==> src/rtl/cpu_trace_buffer.sv <==
// Trace FIFO capturing one record per WRITE_BACK entry, drained over valid/ready.
// Define TRACE_TIMESTAMP_EN to build the capture-cycle timestamp counter.
module cpu_trace_buffer #(
    parameter int DEPTH  = 16,
    parameter int ADDR_W = $clog2(DEPTH)
) (
    input  logic              clk,
    input  logic              rst,
    input  logic              arm,
    input  logic              clear,
    input  logic [3:0]        exec_state,
    input  logic [2:0]        macro_op,
    input  logic [3:0]        alu_func,
    input  logic [4:0]        dst_reg,
    input  logic [1:0]        reg_wr,
    input  logic [15:0]       alu_out,
    input  logic              rd_ready,
    output logic              rd_valid,
    output logic [45:0]       rd_data,
    output logic [ADDR_W:0]   count,
    output logic              full,
    output logic              empty,
    output logic              overflow
);

    localparam logic [3:0]      WRITE_BACK = 4'd9;
    localparam logic [ADDR_W:0] DEPTH_CNT  = (ADDR_W+1)'(DEPTH);
    localparam logic [ADDR_W:0] ONE_CNT    = (ADDR_W+1)'(1);
    localparam logic [ADDR_W-1:0] ONE_PTR  = ADDR_W'(1);

    logic [45:0]       mem [DEPTH];
    logic [ADDR_W-1:0] wr_ptr;
    logic [ADDR_W-1:0] rd_ptr;
    logic [ADDR_W:0]   cnt;
    logic [3:0]        prev_state;
    logic              ovf;
    logic [15:0]       stamp;
    logic              cap;
    logic              pop;
    logic              push;
    logic              drop;
    logic              is_full;
    logic              is_empty;
    logic [45:0]       rec;

    // A full FIFO still accepts a capture when the same cycle frees a slot.
    always_comb begin
        is_full  = (cnt == DEPTH_CNT);
        is_empty = (cnt == '0);
        cap      = arm && (exec_state == WRITE_BACK) && (prev_state != WRITE_BACK);
        pop      = !is_empty && rd_ready;
        push     = cap && (!is_full || pop);
        drop     = cap && is_full && !pop;
        rec      = {stamp, alu_out, dst_reg, alu_func, macro_op, reg_wr};
    end

    always_ff @(posedge clk or posedge rst) begin
        if (rst) begin
            prev_state <= '0;
        end else begin
            prev_state <= exec_state;
        end
    end

    always_ff @(posedge clk or posedge rst) begin
        if (rst) begin
            wr_ptr <= '0;
            rd_ptr <= '0;
            cnt    <= '0;
            ovf    <= 1'b0;
        end else if (clear) begin
            wr_ptr <= '0;
            rd_ptr <= '0;
            cnt    <= '0;
            ovf    <= 1'b0;
        end else begin
            if (push) begin
                wr_ptr <= wr_ptr + ONE_PTR;
            end
            if (pop) begin
                rd_ptr <= rd_ptr + ONE_PTR;
            end
            if (push && !pop) begin
                cnt <= cnt + ONE_CNT;
            end else if (pop && !push) begin
                cnt <= cnt - ONE_CNT;
            end
            if (drop) begin
                ovf <= 1'b1;
            end
        end
    end

    // Storage is never reset; occupancy alone defines what is valid.
    always_ff @(posedge clk) begin
        if (push && !clear) begin
            mem[wr_ptr] <= rec;
        end
    end

`ifdef TRACE_TIMESTAMP_EN
    always_ff @(posedge clk or posedge rst) begin
        if (rst) begin
            stamp <= '0;
        end else if (clear) begin
            stamp <= '0;
        end else begin
            stamp <= stamp + 16'd1;
        end
    end
`else
    assign stamp = '0;
`endif

    assign rd_valid = !is_empty;
    assign rd_data  = is_empty ? '0 : mem[rd_ptr];
    assign count    = cnt;
    assign full     = is_full;
    assign empty    = is_empty;
    assign overflow = ovf;

endmodule

==> config.mk <==
export PLATFORM = sky130hd
export DESIGN_NAME = cpu_trace_buffer
export DESIGN_NICKNAME = d
export VERILOG_FILES = /design/src/rtl/cpu_trace_buffer.sv
export SDC_FILE = /design/constraint.sdc
export NUM_CORES = 1
export LEC_CHECK = 0
export CORE_MARGIN = 2
export CORE_UTILIZATION = 50
export CTS_CLUSTER_DIAMETER = 200
export CTS_CLUSTER_SIZE = 28
export DETAILED_ROUTE_END_ITERATION = 16
export PLACE_DENSITY = 0.68
export SLEW_MARGIN = 20
export SYNTH_ARGS = -nofsm -noshare
export SYNTH_HDL_FRONTEND = slang
export SYNTH_SLANG_ARGS = --single-unit
==> constraint.sdc <==
create_clock -name clk -period 3.7 [get_ports clk]
set_input_delay 1.11 -clock clk [delete_from_list [all_inputs] [get_ports clk]]
set_output_delay 1.11 -clock clk [all_outputs]
set_load 0.1 [all_outputs]
==> impl_metrics.csv, run 1 <==
group,metric,value,unit
yosys,ys_ff_latch,498,
power,peakVddDrop,0.704,mV
floorplanning,io_pins,94,
flow_run,max_cap_viol_count,0,
timing,fin_crit,3.68,ns
timing,hold_violations,0,
critical_path,regToRegStartpoint,"count[0]$_DFFE_PP0P_",
drt,drc_errors,0,
finish,finalInstanceArea,23500,um2
yosys,synth_cells,879,
timing,finalCritPeriodShare,99.4,%
place,port_buffers,77,
global_route,grt_pass1_wl,60600,um
global_route,grt_use_total,20.2,%
place,hpwl,23100,um
place,gp_congestion,0.760,
critical_path,crit_required,2.59,ns
floorplanning,die_w,201,um
timing,skew,0.0183,ns
yosys,ys_seq_area_share,76.5,%
timing,hold_slack,0.610,ns
drt,finalWirelength,40800,um
clock_tree,ctsRootBufferMaster,"clkbuf_16",
timing,fin_tns_setup,0,ns
drt,routedWlPerCell,26.6,um
place,place_area,22100,um2
finish,final_util,61.1,%
clock_tree,h-tree-depth,1,
critical_path,critPathKind,"flop to output pin",
worst_hold_path,whs_endpoint,"overflow$_DFFE_PP0P_",
critical_path,worstSetupStartpointType,"flop",
critical_path,cp_max_fo,7,
floorplanning,initial_core_util,50.5,%
yosys,synthDistinctLibCells,46,
place,dp_cells,1485,
timing,max_slew_margin,50.5,%
clock_tree,worstSkewPairLatency,0.55,ns
floorplanning,num_rows,72,
timing,drv_slew,0,
drt,drt-initial-drc-count,911,
clock_tree,clock_sinks,498,
finish,syn_to_final_growth,21.0,%
worst_hold_path,hold_depth,2,
global_route,grt_max_degree,58,
finish,instances_no_fill,1535,
critical_path,r2r_setup_slack,0.72,ns
floorplanning,die_h,201,um
clock_tree,cts_tree,"yes",
yosys,synth-edff-count,480,
critical_path,reg2regPathDepth,9,
worst_hold_path,hp-start,"overflow$_DFFE_PP0P_",
clock_tree,clkTransAtPathRegs,0.10,ns
global_route,antenna_found_initial,0,
global_route,overflow,0,
critical_path,crit_path_end_kind,"output pin",
yosys,netlist_area,19400,um2
critical_path,r2r-end,"count[4]$_DFFE_PP0P_",
drt,final_antenna_net_count,0,
yosys,synthArstFlopShare,3.61,%
yosys,synth_ff_type,"edfxtp_1",
floorplanning,core-area,38500,um2
yosys,syn_avg_cell_area,22.1,um2
finish,nNetsFinal,1057,
timing,fmax,0.272,GHz
power,leakage,7.10,nW
timing,worstMarginPinSlew,0.742,ns
finish,diodes,0,
timing,setup_viol,0,
floorplanning,die_area,40400,um2
clock_tree,cts_buffer_depth,3,
drt,via_per_inst,5.85,
clock_tree,cts_made_buffers,21,
finish,layout-drive-gt1-share,37.1,%
drt,firstDrtPassIters,5,
drt,vias,8983,
worst_hold_path,hold_class,"flop to flop",
global_route,grt_pass1_vias,9407,
outcome,status,"finished clean",
yosys,ys_warn_count,0,
critical_path,worstPathArrival,2.57,ns
power,power_density,645,nW/um2
timing,grt_setup_unrepaired,"yes",
layout make-up:
cell class / count / area, um2
Tap cell: 518 / 648
Fill cell: 2636 / 15000
Clock inverter: 2 / 17.5
Inverter: 6 / 22.5
Clock buffer: 30 / 559
Multi-Input combinational cell: 331 / 5380
Sequential cell: 498 / 14900
Timing Repair Buffer: 150 / 2000
worst max path at each step:
| stage | from | to | slack, ns | cells after the start |
|---|---|---|---|---|
| after floorplan | exec_state[2] | mem[3][0]$_DFFE_PP_ | 0.08 | 4 |
| after global placement | exec_state[0] | count[4]$_DFFE_PP0P_ | 0.27 | 9 |
| after detailed placement | exec_state[0] | count[4]$_DFFE_PP0P_ | 0.25 | 9 |
| after CTS | rd_ptr[0]$_DFFE_PP0P_ | rd_data[29] | -0.01 | 5 |
| after global routing | rd_ptr[0]$_DFFE_PP0P_ | rd_data[10] | -0.03 | 7 |
| final | rd_ptr[0]$_DFFE_PP0P_ | rd_data[10] | 0.02 | 7 |
sequential cells by signal, summed over array words and instances (netlist names):
name / flops
wr_ptr: 4
count: 5
prev_state: 4
mem: 480
overflow: 1
rd_ptr: 4
critical path: stages (launching register included):
cell,delay [ns]
dfrtp_4,0.57
buf_16,0.19
buf_12,0.14
buf_6,0.09
mux4_2,0.54
mux2i_4,0.20
o22ai_4,0.10
buf_12,0.17
cells in the mapped netlist (2+ instances only):
| cell type | instances | area, um2 |
|---|---|---|
| a21oi_1 | 8 | 40.0 |
| and2_1 | 2 | 12.5 |
| buf_1 | 7 | 26.3 |
| buf_2 | 18 | 90.1 |
| buf_4 | 20 | 150 |
| clkbuf_1 | 12 | 45.0 |
| dfrtp_1 | 18 | 450 |
| edfxtp_1 | 480 | 14400 |
| ha_1 | 9 | 113 |
| inv_1 | 5 | 18.8 |
| mux2_4 | 2 | 30.0 |
| mux2i_1 | 63 | 631 |
| mux4_2 | 120 | 2700 |
| nand2_1 | 11 | 41.3 |
| nand2b_1 | 4 | 25.0 |
| nand3_1 | 10 | 50.1 |
| nor2_1 | 21 | 78.8 |
| nor2b_1 | 3 | 18.8 |
| o21a_1 | 3 | 22.5 |
| o21ai_0 | 5 | 25.0 |
| o22ai_1 | 30 | 188 |
| or3_1 | 3 | 18.8 |
| xor2_1 | 2 | 17.5 |
where the power goes:
group	switching, mW	leakage, nW	total (mW)	internal (mW)
logic	3.69	2.28	6.23	2.55
clock network	1.58	0.278	2.65	1.07
registers	0.0740	4.54	6.28	6.21
total	5.34	7.10	15.2	9.83
kinds of logic after synthesis:
kind of cell | after synthesis | share of synthesized area, %
DFF | 498 | 76.5
muxes | 187 | 17.4
buffers and inverters | 65 | 1.80
and+or+nand+nor | 63 | 1.73
AOI/OAI and AO/OA | 53 | 1.73
adders and majority gates | 10 | 0.683
xor gates and xnor gates | 2 | 0.0902
other | 1 | 0.0193
layer usage:
metal  wire length (um)  global-route usage, %  part of all wire [%]
met1              17500                   29.5                    43
met2              20600                   33.7                    51
met3               2040                   2.45                   5.0
met4                619                   3.65                   1.5
met5                  0                      0                     0
cell usage in the layout, fill, tap and decap left out, types with 2 or more instances in the layout:
| master | count |
|---|---|
| edfxtp_1 | 480 |
| mux4_2 | 120 |
| buf_12 | 52 |
| buf_4 | 50 |
| clkdlybuf4s50_1 | 38 |
| mux2i_4 | 37 |
| o22ai_4 | 30 |
| clkbuf_16 | 23 |
| mux2i_2 | 19 |
| nor2_4 | 16 |
| conb_1 | 16 |
| nand2_1 | 10 |
| nand3_1 | 10 |
| dfrtp_1 | 10 |
| ha_1 | 9 |
| clkbuf_1 | 9 |
| a21oi_1 | 8 |
| mux2i_1 | 7 |
| nor2_1 | 5 |
| o21ai_0 | 5 |
| inv_1 | 5 |
| dfrtp_2 | 5 |
| buf_16 | 4 |
| buf_6 | 4 |
| nor2b_1 | 3 |
| or3_1 | 3 |
| o21a_1 | 3 |
| dfrtp_4 | 3 |
| mux2_4 | 2 |
| xor2_1 | 2 |
| nand2b_4 | 2 |
| nand2b_1 | 2 |
| and2_1 | 2 |
per-stage QoR:
step                      total power [mW]  setup slack [ns]
after floorplan                       10.3            0.0791
after CTS                             15.0           -0.0137
after detailed placement              12.0             0.246
after global routing                  15.6           -0.0338
final                                 15.2            0.0236
after global placement                12.0             0.271
timing repair:
| action | 4_1_cts | 5_1_grt |
|---|---|---|
| setup endpoints to repair | 30 | 30 |
| cloned | 2 | 2 |
| buffers inserted | 7 | 9 |
| hold buffers | 0 | 0 |
| resized for setup | 53 | 57 |
| pin swaps | 1 | 1 |
Power figures use the tool's default switching activity.
==> inputs of run 2 (changes only) <==
==> constraint.sdc (replaced) <==
create_clock -name clk -period 4.3 [get_ports clk]
set_input_delay 1.29 -clock clk [delete_from_list [all_inputs] [get_ports clk]]
set_output_delay 1.29 -clock clk [all_outputs]
set_load 0.1 [all_outputs]
==> impl_metrics.csv, run 2 (synthesis results as in run 1) <==
group,metric,value,unit
outcome,status,"finished clean",
drt,firstDrtPassIters,5,
clock_tree,clock_sinks,498,
clock_tree,cts_buffer_depth,3,
place,dp_cells,1472,
drt,finalWirelength,37700,um
clock_tree,ctsRootBufferMaster,"clkbuf_16",
finish,final_common_cell,"edfxtp_1",
drt,routedWlPerCell,24.9,um
clock_tree,clkTransAtPathRegs,0.11,ns
power,peakVddDrop,0.563,mV
clock_tree,worstSkewPairLatency,0.53,ns
finish,syn_to_final_growth,14.4,%
place,place_ws,0.382,ns
power,combPwrFrac,35.8,%
global_route,antenna_found_initial,1,
place,port_buffers,77,
floorplanning,die_h,201,um
finish,final_util,57.8,%
timing,fmax,0.249,GHz
worst_hold_path,hold_class,"flop to flop",
drt,drt-initial-drc-count,687,
flow_run,max_cap_viol_count,0,
clock_tree,h-tree-depth,1,
floorplanning,die_w,201,um
global_route,grt_pass1_vias,9152,
power,leakage,6.67,nW
drt,via_per_inst,5.81,
drt,final_antenna_net_count,0,
critical_path,cp_max_fo,31,
floorplanning,die_area,40400,um2
power,p_int,7.83,mW
timing,worstMarginPinSlew,0.973,ns
global_route,grt_max_degree,34,
timing,hold_violations,0,
global_route,grt_pass1_wl,57600,um
critical_path,critPathKind,"flop to output pin",
finish,largest-register,"mem",
clock_tree,cts_tree,"yes",
timing,grt_setup_unrepaired,"no",
power,p_sw_share,34.8,%
timing,worst_slack,0.281,ns
place,gp_congestion,0.755,
floorplanning,initial_core_util,50.5,%
global_route,overflow,0,
clock_tree,post_cts_resize_count,0,
worst_hold_path,hold_depth,2,
critical_path,crit_path_end_kind,"output pin",
drt,vias,8774,
timing,drv_slew,0,
floorplanning,core-area,38500,um2
timing,max_slew_margin,34.9,%
place,hpwl,22000,um
finish,nNetsFinal,1026,
finish,instances_no_fill,1510,
floorplanning,io_pins,94,
timing,fin_crit,4.02,ns
timing,skew,0.0133,ns
critical_path,worstPathArrival,2.73,ns
critical_path,reg2regPathDepth,9,
power,p_seq_share,45.2,%
drt,drc_errors,0,
clock_tree,ctsHoldBuffers,0,
global_route,grt_use_total,19.0,%
critical_path,crit_required,3.01,ns
timing,finalCritPeriodShare,93.5,%
clock_tree,cts_made_buffers,21,
power,power_switching,4.18,mW
finish,final_cell_mix,"edfxtp_1, mux4_2, mux2i_1, clkdlybuf4s50_1, buf_4",
finish,layout-drive-gt1-share,28.1,%
floorplanning,num_rows,72,
power,clockPowerShare,19.1,%
critical_path,worstSetupStartpointType,"flop",
power,power_density,541,nW/um2
clock_tree,post_cts_buffers,0,
finish,largest_reg_flops,480,
timing,setup_viol,0,
[run 2: cell type report]
type | instances | area, um2
diodes | 1 | 2.50
inverters | 6 | 22.5
fillers | 2775 | 16200
well taps | 518 | 648
clock buffers | 36 | 582
flip-flops and latches | 498 | 14900
repair buffers | 119 | 1440
multi-input cells | 331 | 4640
clock inverters | 1 | 8.76
[run 2: layer usage]
| metal | global-route usage (%) | part of all wire, % | up-vias | wire length, um |
|---|---|---|---|---|
| li1 | - | - | 3828 | - |
| met1 | 27.0 | 43 | 4726 | 16300 |
| met2 | 32.4 | 51 | 184 | 19200 |
| met3 | 2.22 | 3.9 | 36 | 1470 |
| met4 | 3.57 | 1.8 | 0 | 684 |
| met5 | 0 | 0 | - | 0 |
[run 2: power groups by stage]
stage	logic (mW)	clock network, mW	registers [mW]
after detailed placement	4.35	0	5.54
final	4.30	2.29	5.42
after floorplan	3.07	0	5.59
after CTS	4.36	2.37	5.43
after global placement	4.33	0	5.53
after global routing	4.49	2.51	5.43
[run 2: critical path, cell delays in order (launching register included)]
cell and delay, ns:
dfrtp_4 0.61, buf_12 0.31, mux4_2 0.55, mux2i_1 0.34
o22ai_2 0.12, buf_4 0.25
[run 2: path summary, 6_finish.rpt]
check / from / endpoint / slack [ns]
worst max-delay path: rd_ptr[0]$_DFFE_PP0P_ / rd_data[4] / 0.28
worst min-delay path: overflow$_DFFE_PP0P_ / overflow$_DFFE_PP0P_ / 0.54
worst max register to register: count[0]$_DFFE_PP0P_ / count[4]$_DFFE_PP0P_ / 1.45
worst min register to register: overflow$_DFFE_PP0P_ / overflow$_DFFE_PP0P_ / 0.54
max in group asynchronous: rst / rd_ptr[3]$_DFFE_PP0P_ / 2.64
min in group asynchronous: rst / count[4]$_DFFE_PP0P_ / 1.15
[run 2: through the flow]
stage / hold WS, ns / cell area (um2) / power, mW / setup TNS [ns]
floorplan: 0.552 / 19700 / 8.65 / -0.402
global route: 0.564 / 22200 / 12.4 / 0
global placement: 0.517 / 21600 / 9.87 / 0
finish: 0.538 / 22200 / 12.0 / 0
detailed placement: 0.518 / 21600 / 9.88 / 0
CTS: 0.544 / 22200 / 12.2 / 0
==> inputs of run 3 (changes only) <==
==> constraint.sdc (replaced) <==
create_clock -name clk -period 4.1 [get_ports clk]
set_input_delay 1.23 -clock clk [delete_from_list [all_inputs] [get_ports clk]]
set_output_delay 1.23 -clock clk [all_outputs]
set_load 0.1 [all_outputs]
==> impl_metrics.csv, run 3 (synthesis results as in run 1) <==
group,metric,value,unit
drt,vias,8821,
clock_tree,ctsHoldBuffers,0,
floorplanning,die_w,201,um
drt,drt-initial-drc-count,714,
timing,worst_slack,0.202,ns
floorplanning,die_area,40400,um2
critical_path,crit_required,2.87,ns
clock_tree,clkTransAtPathRegs,0.11,ns
drt,dr_wl_met2,18300,um
timing,max_slew_margin,34.5,%
timing,setup_viol,0,
finish,nNetsFinal,1029,
clock_tree,post_cts_resize_count,0,
timing,fin_crit,3.90,ns
drt,firstDrtPassIters,5,
place,hpwl,21500,um
critical_path,cp_max_fo,11,
global_route,overflow,0,
clock_tree,ctsRootBufferMaster,"clkbuf_16",
global_route,grt_max_degree,45,
global_route,grt_use_total,18.6,%
critical_path,r2r_setup_slack,1.27,ns
finish,final_cell_mix,"edfxtp_1, mux4_2, mux2i_1, buf_12, clkdlybuf4s50_1",
power,leakage,6.74,nW
timing,fin_tns_setup,0,ns
drt,routedWlPerCell,24.6,um
timing,finalCritPeriodShare,95.1,%
global_route,grt_pass1_wl,56600,um
clock_tree,h-tree-depth,1,
timing,hold_violations,0,
critical_path,regToRegStartpoint,"count[0]$_DFFE_PP0P_",
flow_run,max_cap_viol_count,0,
timing,fmax,0.257,GHz
place,place_ws,0.438,ns
critical_path,worstSetupStartpointType,"flop",
floorplanning,core-area,38500,um2
timing,grt_setup_unrepaired,"no",
finish,largest_reg_flops,480,
critical_path,startpoint,"count[0]$_DFFE_PP0P_",
clock_tree,cts_buffer_depth,3,
finish,largest-register,"mem",
floorplanning,io_pins,94,
global_route,grt_pass1_vias,9072,
critical_path,worstPathArrival,2.67,ns
critical_path,crit_path_end_kind,"output pin",
drt,wl_met3,1790,um
drt,finalWirelength,37000,um
finish,layout-drive-gt1-share,28.7,%
power,peakVddDrop,0.857,mV
critical_path,crit_end,"rd_data[9]",
critical_path,reg2regPathDepth,9,
drt,met1_length,16500,um
drt,drc_errors,0,
floorplanning,num_rows,72,
critical_path,r2r-end,"count[4]$_DFFE_PP0P_",
clock_tree,cts_made_buffers,21,
global_route,antenna_found_initial,1,
floorplanning,die_h,201,um
finish,diodes,0,
place,port_buffers,77,
finish,final_common_cell,"edfxtp_1",
floorplanning,initial_core_util,50.5,%
timing,worstMarginPinSlew,0.980,ns
clock_tree,worstSkewPairLatency,0.55,ns
drt,routed.top_layer,"met5",
clock_tree,clock_sinks,498,
drt,via_per_inst,5.87,
clock_tree,cts_tree,"yes",
worst_hold_path,hold_class,"flop to flop",
timing,drv_slew,0,
timing,skew,0.0165,ns
finish,fillers,2773,
outcome,status,"finished clean",
clock_tree,post_cts_buffers,0,
place,gp_congestion,0.783,
power,power_density,574,nW/um2
drt,final_antenna_net_count,0,
finish,syn_to_final_growth,16.0,%
critical_path,critPathKind,"flop to output pin",
run 3: layer usage:
| layer | up-vias | global-route usage [%] |
|---|---|---|
| met5 | - | 0 |
| met3 | 32 | 2.20 |
| li1 | 3844 | - |
| met2 | 216 | 30.1 |
| met4 | 2 | 3.20 |
| met1 | 4727 | 28.1 |
run 3: worst min-delay path by stage:
stage                          start                    end  slack (ns)  cells after the start
3_3_place_gp    overflow$_DFFE_PP0P_   overflow$_DFFE_PP0P_        0.52                      2
2_1_floorplan  rd_ptr[2]$_DFFE_PP0P_  rd_ptr[2]$_DFFE_PP0P_        0.55                      2
6_report        overflow$_DFFE_PP0P_   overflow$_DFFE_PP0P_        0.52                      2
4_1_cts         overflow$_DFFE_PP0P_   overflow$_DFFE_PP0P_        0.53                      2
5_1_grt         overflow$_DFFE_PP0P_   overflow$_DFFE_PP0P_        0.56                      2
3_5_place_dp    overflow$_DFFE_PP0P_   overflow$_DFFE_PP0P_        0.50                      2
run 3: report_power, final:
group | switching (mW) | internal, mW | leakage, nW
Combinational | 3.02 | 1.88 | 1.93
Clock | 1.40 | 0.956 | 0.271
Sequential | 0.0711 | 5.60 | 4.55
Total | 4.50 | 8.43 | 6.74
run 3: metrics by stage:
stage	hold slack [ns]	util (%)	std cells	area, um2	power [mW]
floorplan	0.552	-	894	19900	9.25
global placement	0.517	57.1	1475	22000	10.7
detailed placement	0.502	57.1	1475	22000	10.8
CTS	0.528	58.6	1504	22500	13.1
global route	0.562	58.6	1504	22500	13.4
finish	0.523	58.6	1504	22500	12.9
run 3: worst max-delay path, stage by stage (launching register included):
cell,delay [ns]
dfrtp_1,0.49
nor4_2,0.30
buf_4,0.18
nand2b_2,0.15
nand2_4,0.37
buf_12,0.25
o22ai_2,0.15
buf_12,0.21
run 3: cell type report:
class | instances | area (um2) | share of cell area (%)
clock inverters | 1 | 8.76 | 0.0389
well taps | 518 | 648 | 2.88
multi-input cells | 331 | 4790 | 21.3
clock buffers | 28 | 552 | 2.45
repair buffers | 122 | 1630 | 7.25
inverters | 6 | 22.5 | 0.100
flip-flops and latches | 498 | 14900 | 66.0
